[src/rtl/ysyx_23060025_sys_ctrl.sv]
// System-instruction sequencer: issues one CSRRW/CSRRS/ECALL/MRET to the CSR file
// per accepted op, then returns the old CSR value to WBU or redirects IFU.
module ysyx_23060025_sys_ctrl #(
    parameter int DATA_WIDTH  = 32,
    parameter int CNT_WIDTH   = 16,
    parameter int ECALL_CAUSE = 11
) (
    input  logic                  clock,
    input  logic                  reset,
    input  logic                  valid_i,
    output logic                  ready_o,
    input  logic [3:0]            op_i,
    input  logic [11:0]           csr_addr_i,
    input  logic [DATA_WIDTH-1:0] pc_i,
    input  logic [DATA_WIDTH-1:0] rs1_data_i,
    output logic [11:0]           csr_addr_o,
    output logic [2:0]            csr_type_o,
    output logic [DATA_WIDTH-1:0] csr_wdata_o,
    output logic [DATA_WIDTH-1:0] csr_mepc_o,
    output logic [DATA_WIDTH-1:0] csr_mcause_o,
    input  logic [DATA_WIDTH-1:0] csr_rdata_i,
    input  logic [DATA_WIDTH-1:0] csr_pc_i,
    output logic                  wb_valid_o,
    output logic [DATA_WIDTH-1:0] wb_data_o,
    input  logic                  wb_ready_i,
    output logic                  redir_valid_o,
    output logic [DATA_WIDTH-1:0] redir_pc_o,
    input  logic                  redir_ready_i,
    output logic [CNT_WIDTH-1:0]  ecall_cnt_o
);

    localparam logic [2:0] T_NONE  = 3'b000;
    localparam logic [2:0] T_CSRW  = 3'b001;
    localparam logic [2:0] T_CSRS  = 3'b010;
    localparam logic [2:0] T_ECALL = 3'b011;
    localparam logic [2:0] T_MRET  = 3'b101;

    // state  | meaning
    // IDLE   | ready for a new op
    // ISSUE  | single cycle driving the CSR file
    // WAITPC | CSR file computes trap/return target
    // REDIR  | redirect offered to IFU
    // WB     | old CSR value offered to WBU
    typedef enum logic [2:0] {IDLE, ISSUE, WAITPC, REDIR, WB} state_t;

    state_t                state;
    logic [2:0]            op_type;
    logic [2:0]            op_code;
    logic [11:0]           addr_q;
    logic [DATA_WIDTH-1:0] pc_q;
    logic [DATA_WIDTH-1:0] rs1_q;
    logic                  issue;

    always_comb begin
        op_code = T_NONE;
        if (op_i[3])      op_code = T_ECALL;
        else if (op_i[2]) op_code = T_MRET;
        else if (op_i[1]) op_code = T_CSRW;
        else if (op_i[0]) op_code = T_CSRS;
    end

    always_ff @(posedge clock) begin
        if (reset) begin
            state         <= IDLE;
            ready_o       <= 1'b1;
            wb_valid_o    <= 1'b0;
            wb_data_o     <= '0;
            redir_valid_o <= 1'b0;
            redir_pc_o    <= '0;
            ecall_cnt_o   <= '0;
            op_type       <= T_NONE;
            addr_q        <= '0;
            pc_q          <= '0;
            rs1_q         <= '0;
        end else begin
            case (state)
                IDLE: begin
                    if (valid_i) begin
                        op_type <= op_code;
                        addr_q  <= csr_addr_i;
                        pc_q    <= pc_i;
                        rs1_q   <= rs1_data_i;
                        ready_o <= 1'b0;
                        // A NOP never touches the CSR file.
                        if (op_code == T_NONE) begin
                            wb_data_o  <= '0;
                            wb_valid_o <= 1'b1;
                            state      <= WB;
                        end else begin
                            state <= ISSUE;
                        end
                    end
                end
                ISSUE: begin
                    if (op_type == T_CSRW || op_type == T_CSRS) begin
                        wb_data_o  <= csr_rdata_i;
                        wb_valid_o <= 1'b1;
                        state      <= WB;
                    end else begin
                        state <= WAITPC;
                    end
                    if (op_type == T_ECALL && ecall_cnt_o != '1)
                        ecall_cnt_o <= ecall_cnt_o + CNT_WIDTH'(1);
                end
                WAITPC: begin
                    redir_pc_o    <= csr_pc_i;
                    redir_valid_o <= 1'b1;
                    state         <= REDIR;
                end
                REDIR: begin
                    if (redir_ready_i) begin
                        redir_valid_o <= 1'b0;
                        ready_o       <= 1'b1;
                        state         <= IDLE;
                    end
                end
                WB: begin
                    if (wb_ready_i) begin
                        wb_valid_o <= 1'b0;
                        ready_o    <= 1'b1;
                        state      <= IDLE;
                    end
                end
                default: begin
                    state   <= IDLE;
                    ready_o <= 1'b1;
                end
            endcase
        end
    end

    assign issue        = (state == ISSUE);
    assign csr_addr_o   = issue ? addr_q : 12'h000;
    assign csr_type_o   = issue ? op_type : T_NONE;
    assign csr_wdata_o  = (issue && op_type == T_CSRW) ? rs1_q :
                          (issue && op_type == T_CSRS) ? (csr_rdata_i | rs1_q) : '0;
    assign csr_mepc_o   = (issue && op_type == T_ECALL) ? pc_q : '0;
    assign csr_mcause_o = (issue && op_type == T_ECALL) ? DATA_WIDTH'(ECALL_CAUSE) : '0;

endmodule
[config.mk]
export PLATFORM = sky130hd
export DESIGN_NAME = ysyx_23060025_sys_ctrl
export DESIGN_NICKNAME = d
export VERILOG_FILES = /design/src/rtl/ysyx_23060025_sys_ctrl.sv
export SDC_FILE = /design/constraint.sdc
export NUM_CORES = 1
export LEC_CHECK = 0
export ABC_AREA = 1
export BUFFER_PORTS_ARGS = -buffer_cell sky130_fd_sc_hd__buf_2
export CORE_ASPECT_RATIO = 1.1
export CORE_UTILIZATION = 35
export CTS_CLUSTER_SIZE = 16
export DETAILED_ROUTE_END_ITERATION = 16
export SLEW_MARGIN = 10
export SYNTH_ARGS = -nofsm -noshare
export SYNTH_HDL_FRONTEND = slang
export SYNTH_SLANG_ARGS = --single-unit
[constraint.sdc]
create_clock -name clock -period 3.45 [get_ports clock]
set_input_delay 0.345 -clock clock [delete_from_list [all_inputs] [get_ports clock]]
set_output_delay 0.345 -clock clock [all_outputs]
set_load 0.005 [all_outputs]
# Word-level counts from Yosys, hierarchy flattened
# Index checks and enable logic that the tools add are counted.
[op_classes] reduce_logical=18 n_bitwise=2 muxes=31 addsub=1 eq_ne=13
[ops] operator="32-bit two-way mux" count=6
[ops] operator="32-bit case mux with 2 select lines" count=1
[ops] operator="32-bit OR" count=1
[ops] operator="3-bit two-way mux" count=8
[ops] operator="16-bit by 1-bit adder with 16-bit output, second input constant" count=1
[ops] operator="16-bit inequality test, second input constant" count=1
[ops] operator="3-bit case mux with 5 select lines" count=1
[ops] operator="3-bit by 2-bit == test with 1-bit output, second input constant" count=4
[ops] operator="12-bit two-way mux" count=1
[ops] operator="1-bit two-way mux" count=8
[ops] operator="2-bit inequality test, second input constant" count=4
[ops] operator="4-bit AND reduction" count=2
[ops] operator="3-bit by 1-bit == test with 1-bit output, second input constant" count=2
[ops] operator="3-bit zero test" count=2
[ops] operator="2-bit AND reduction" count=3
[ops] operator="5-bit AND reduction" count=1
[ops] operator="1-bit logical AND" count=4
[ops] operator="2-bit two-way mux" count=2
[ops] operator="4-bit two-way mux" count=1
[ops] operator="1-bit case mux with 4 select lines" count=1
[ops] operator="2-bit nonzero test" count=2
[ops] operator="3-bit == test, second input constant" count=1
[ops] operator="1-bit case mux with 3 select lines" count=1
[ops] operator="3-bit AND reduction" count=1
[ops] operator="other kinds (6)" count=6
[totals] reg_bits=165 inputBits=149 output_inout_bits=194 word_cells=76

# Logic depth before layout (Yosys ltp)
[logic_depth] ltp_word=8 ltp_mapped=10 depth_no_buf=9

# Worst setup path before layout
# Ideal clock, no wire load.
[synth_path] path_type="flip-flop to output port" start="register state[0]" end="output port csr_wdata_o[10]" setup_slack_ps=1754 path_stages_with_launch=8 arrival_time_ps=1351 required_time_ps=3105 path_cell_list="dfxtp_1 > nand3_4 > buf_6 > or2_1 > buf_6 > buf_12 > nand2_2 > a21oi_2"
[synth_via] elab_chain_len=4 word_cells_on_any_way=5 cone_classes="eq/ne: 1; mux: 2; reduce/logical: 2"
[synth_lines] element="start: declaration" line_no="46" rtl="state_t state;"
[synth_lines] element="start signal: assignment" line_no="64" rtl="state <= IDLE;"
[synth_lines] element="start signal: assignment" line_no="88" rtl="state <= WB;"
[synth_lines] element="start signal: assignment" line_no="90" rtl="state <= ISSUE;"
[synth_lines] element="3-bit by 1-bit == test with 1-bit output *" line_no="132" rtl="assign issue = (state == ISSUE);"
[synth_lines] element="1-bit logical AND" line_no="136" rtl="(issue && op_type == T_CSRS) ? (csr_rdata_i | rs1_q) : '0;"
[synth_lines] element="32-bit two-way mux" line_no="136"
[synth_lines] element="32-bit two-way mux *" line_no="135" rtl="assign csr_wdata_o = (issue && op_type == T_CSRW) ? rs1_q :"
[synth_lines] element="end: declaration" line_no="18" rtl="output logic [DATA_WIDTH-1:0] csr_wdata_o,"
# Mark *: on every way between the ends. The rest lies on a longest branch, timed or not.

# Final worst setup path
[layout_path] start="register state[2]" end="output port csr_wdata_o[31]"
# The elaborated chain is that of the path after synthesis.

==> results.toml <==
[yosys]
postSynthAreaPerCell_sq_um = 7.38
synth_cells = 990
synth_warnings = 0
ys_seq_elements = 165
yosys.area.top_type = "dfxtp_1"
ys_top_cells_by_area = "dfxtp_1, a21oi_1, nor2_1, o21ai_0, nand2_1"
synthDistinctLibCells = 31
synth_area_sq_um = 7310
seq_area_frac_synth = 0.452
synth_top_area_share = 0.452

[timing]
skew_ns = 0.0126
min_period_over_period = 0.822
fin_tns_setup_ns = 0
rsz0062_at_grt = "no"
finalCriticalPeriod_ns = 2.83
finalSetupViolCount = 0
max_freq_mhz = 353
hold_viol_final = 0
fin_ws_ns = 0.615
tightest_slew_ns = 1.01
slew_headroom = 0.323
drv_slew = 0

[place]
place_congestion = 0.806
place_inst = 1501
place_hpwl_um = 14900
port-buffer-count = 313
post_dp_cell_area_sq_um = 8800
dpl_worst_slack_ns = 1.04

[critical_path]
criticalPathCategory = "reg2out"
rr_worst_depth = 7
cp-start-kind = "flip-flop"
crit_path_end_kind = "output pin"
arrival_ns = 2.49
worstPathRequired_ns = 3.11
path_max_fanout = 32

[die]
start_util = 0.356
die_w_um = 140
row_count = 55
io_pins = 343
die_area_sq_um = 21500
core-area_sq_um = 20500
die_y_um = 154

[final_layout]
drive_gt1_frac = 0.336
layout.nets = 1414
seq_area_sq_um = 3300
finalNonFillerCells = 1534
design_area_sq_um = 9360
final_common_cell = "buf_2"
final_cell_mix = "buf_2, dfxtp_1, nor2_1"
multiInputGateArea_sq_um = 3150
synthToLayoutAreaGrowth_pct = 28.1
nFillCells = 2138

[clock_network]
ctsResizeCount = 0
cts_buffers = 17
cts.sinks = 165
insertion_delay_ns = 0.43
cts_tree = "built"
clock-root-buffer = "clkbuf_16"
clockBufferDepth = 2
clkTransAtPathRegs_ns = 0.07
post_cts_buffers = 0
cts_hold_buffers = 0
htreeDepth = 4

[route]
ant_nets = 0
drt_pass1_iterations = 5
wl_per_cell_um = 13.7
viasPerCell = 4.67
num_vias = 7157
drt_wl_total_um = 21100
drc = 0
drtIter0Drc = 329

[run]
drv_cap = 0

[run_status]
status = "complete, no violations"

[worst_hold_path]
min-delay-path-class = "in2reg"
min_path_cells = 3

[pwr]
power.density_nw_per_um2 = 675
peakVddDrop_uv = 322
p_leak_nw = 4.50

[grt]
grt_pass1_vias = 6498
gr-total-overflow = 0
grt_max_degree = 88
antenna_found_initial = 3
grt_pass1_wl_um = 33200
groute.usage.overall = 0.195
-- cells in the mapped netlist --
library cell  number
clkinv_1           1
nor2_4             1
clkbuf_1          32
nor2_1           144
ha_1               1
o21ai_1           14
nand3_1           28
conb_1             1
buf_2             14
a21oi_2           30
xor2_1             1
o21ai_0          101
dfxtp_1          165
or2_1              1
nand2_1          121
inv_2              4
nor2_2             3
nor3_4             1
nand3b_1           1
inv_1            100
nand3_4            1
buf_4             38
buf_1              2
nor3_1             3
buf_6              3
nand2_2           37
buf_12             3
a21oi_1          129
xnor2_1            2
nand4_1            7
a211oi_1           1
-- layout make-up --
class,instances,area share
clock buffers,19,0.0473
multi-input cells,656,0.336
inverters,105,0.0421
clock inverters,13,0.0124
well taps,256,0.0342
diodes,1,0.000267
flip-flops and latches,165,0.353
repair buffers,319,0.175
-- per-layer routing --
metal  vias to the layer above  share of wire  GRT usage
met5                         -         0.0011          0
met4                         4          0.026     0.0743
met3                        37          0.053     0.0520
met2                       227           0.48      0.333
met1                      3232           0.44      0.234
li1                       3657              -          -
-- power breakdown --
| part | internal (mW) | leakage (nW) | switching, mW | total (mW) |
|---|---|---|---|---|
| registers | 2.41 | 1.35 | 0.179 | 2.58 |
| logic | 0.661 | 2.89 | 1.25 | 1.92 |
| clock network | 0.964 | 0.262 | 0.856 | 1.82 |
| total | 4.03 | 4.50 | 2.29 | 6.32 |
-- worst paths after layout --
check	startpoint	to	slack, ns
hold / removal	csr_pc_i[12]	redir_pc_o[12]	0.14
setup reg to reg	state[0]	wb_data_o[31]	1.18
hold reg to reg	addr_q[7]	addr_q[7]	0.45
setup / recovery	state[2]	csr_wdata_o[31]	0.62
-- critical path: stages, from the launching register on --
cell and delay [ns]:
dfxtp_1 0.46, inv_2 0.11, nand3_4 0.22, or2_2 0.83, nand2_1 0.11, a21oi_1 0.17
buf_2 0.13
-- through the flow --
| step | hold WS (ns) | total power, mW | util |
|---|---|---|---|
| final | 0.137 | 6.32 | 0.457 |
| after floorplan | 0.430 | 3.94 | - |
| after CTS | 0.115 | 6.39 | 0.456 |
| after global placement | 0.441 | 4.52 | 0.429 |
| after detailed placement | 0.444 | 4.55 | 0.429 |
| after global routing | 0.123 | 6.76 | 0.457 |
-- kinds of logic after synthesis --
| logic type | count (synthesis) | synth area share |
|---|---|---|
| adder cells (fa/ha/maj) | 1 | 0.00171 |
| buffers and inverters | 197 | 0.133 |
| AND/OR/NAND/NOR | 348 | 0.206 |
| other | 1 | 0.000513 |
| AO/OA/AOI/OAI | 275 | 0.204 |
| flip-flops | 165 | 0.452 |
| XOR/XNOR | 3 | 0.00359 |
-- sequential cells by signal, indices dropped and copies added, names as in the netlist --
name	cells
addr_q	12
ecall_cnt_o	16
op_type	3
pc_q	32
ready_o	1
redir_pc_o	32
redir_valid_o	1
rs1_q	32
state	3
wb_data_o	32
wb_valid_o	1
Note: power is estimated with default switching activity, not from simulation.
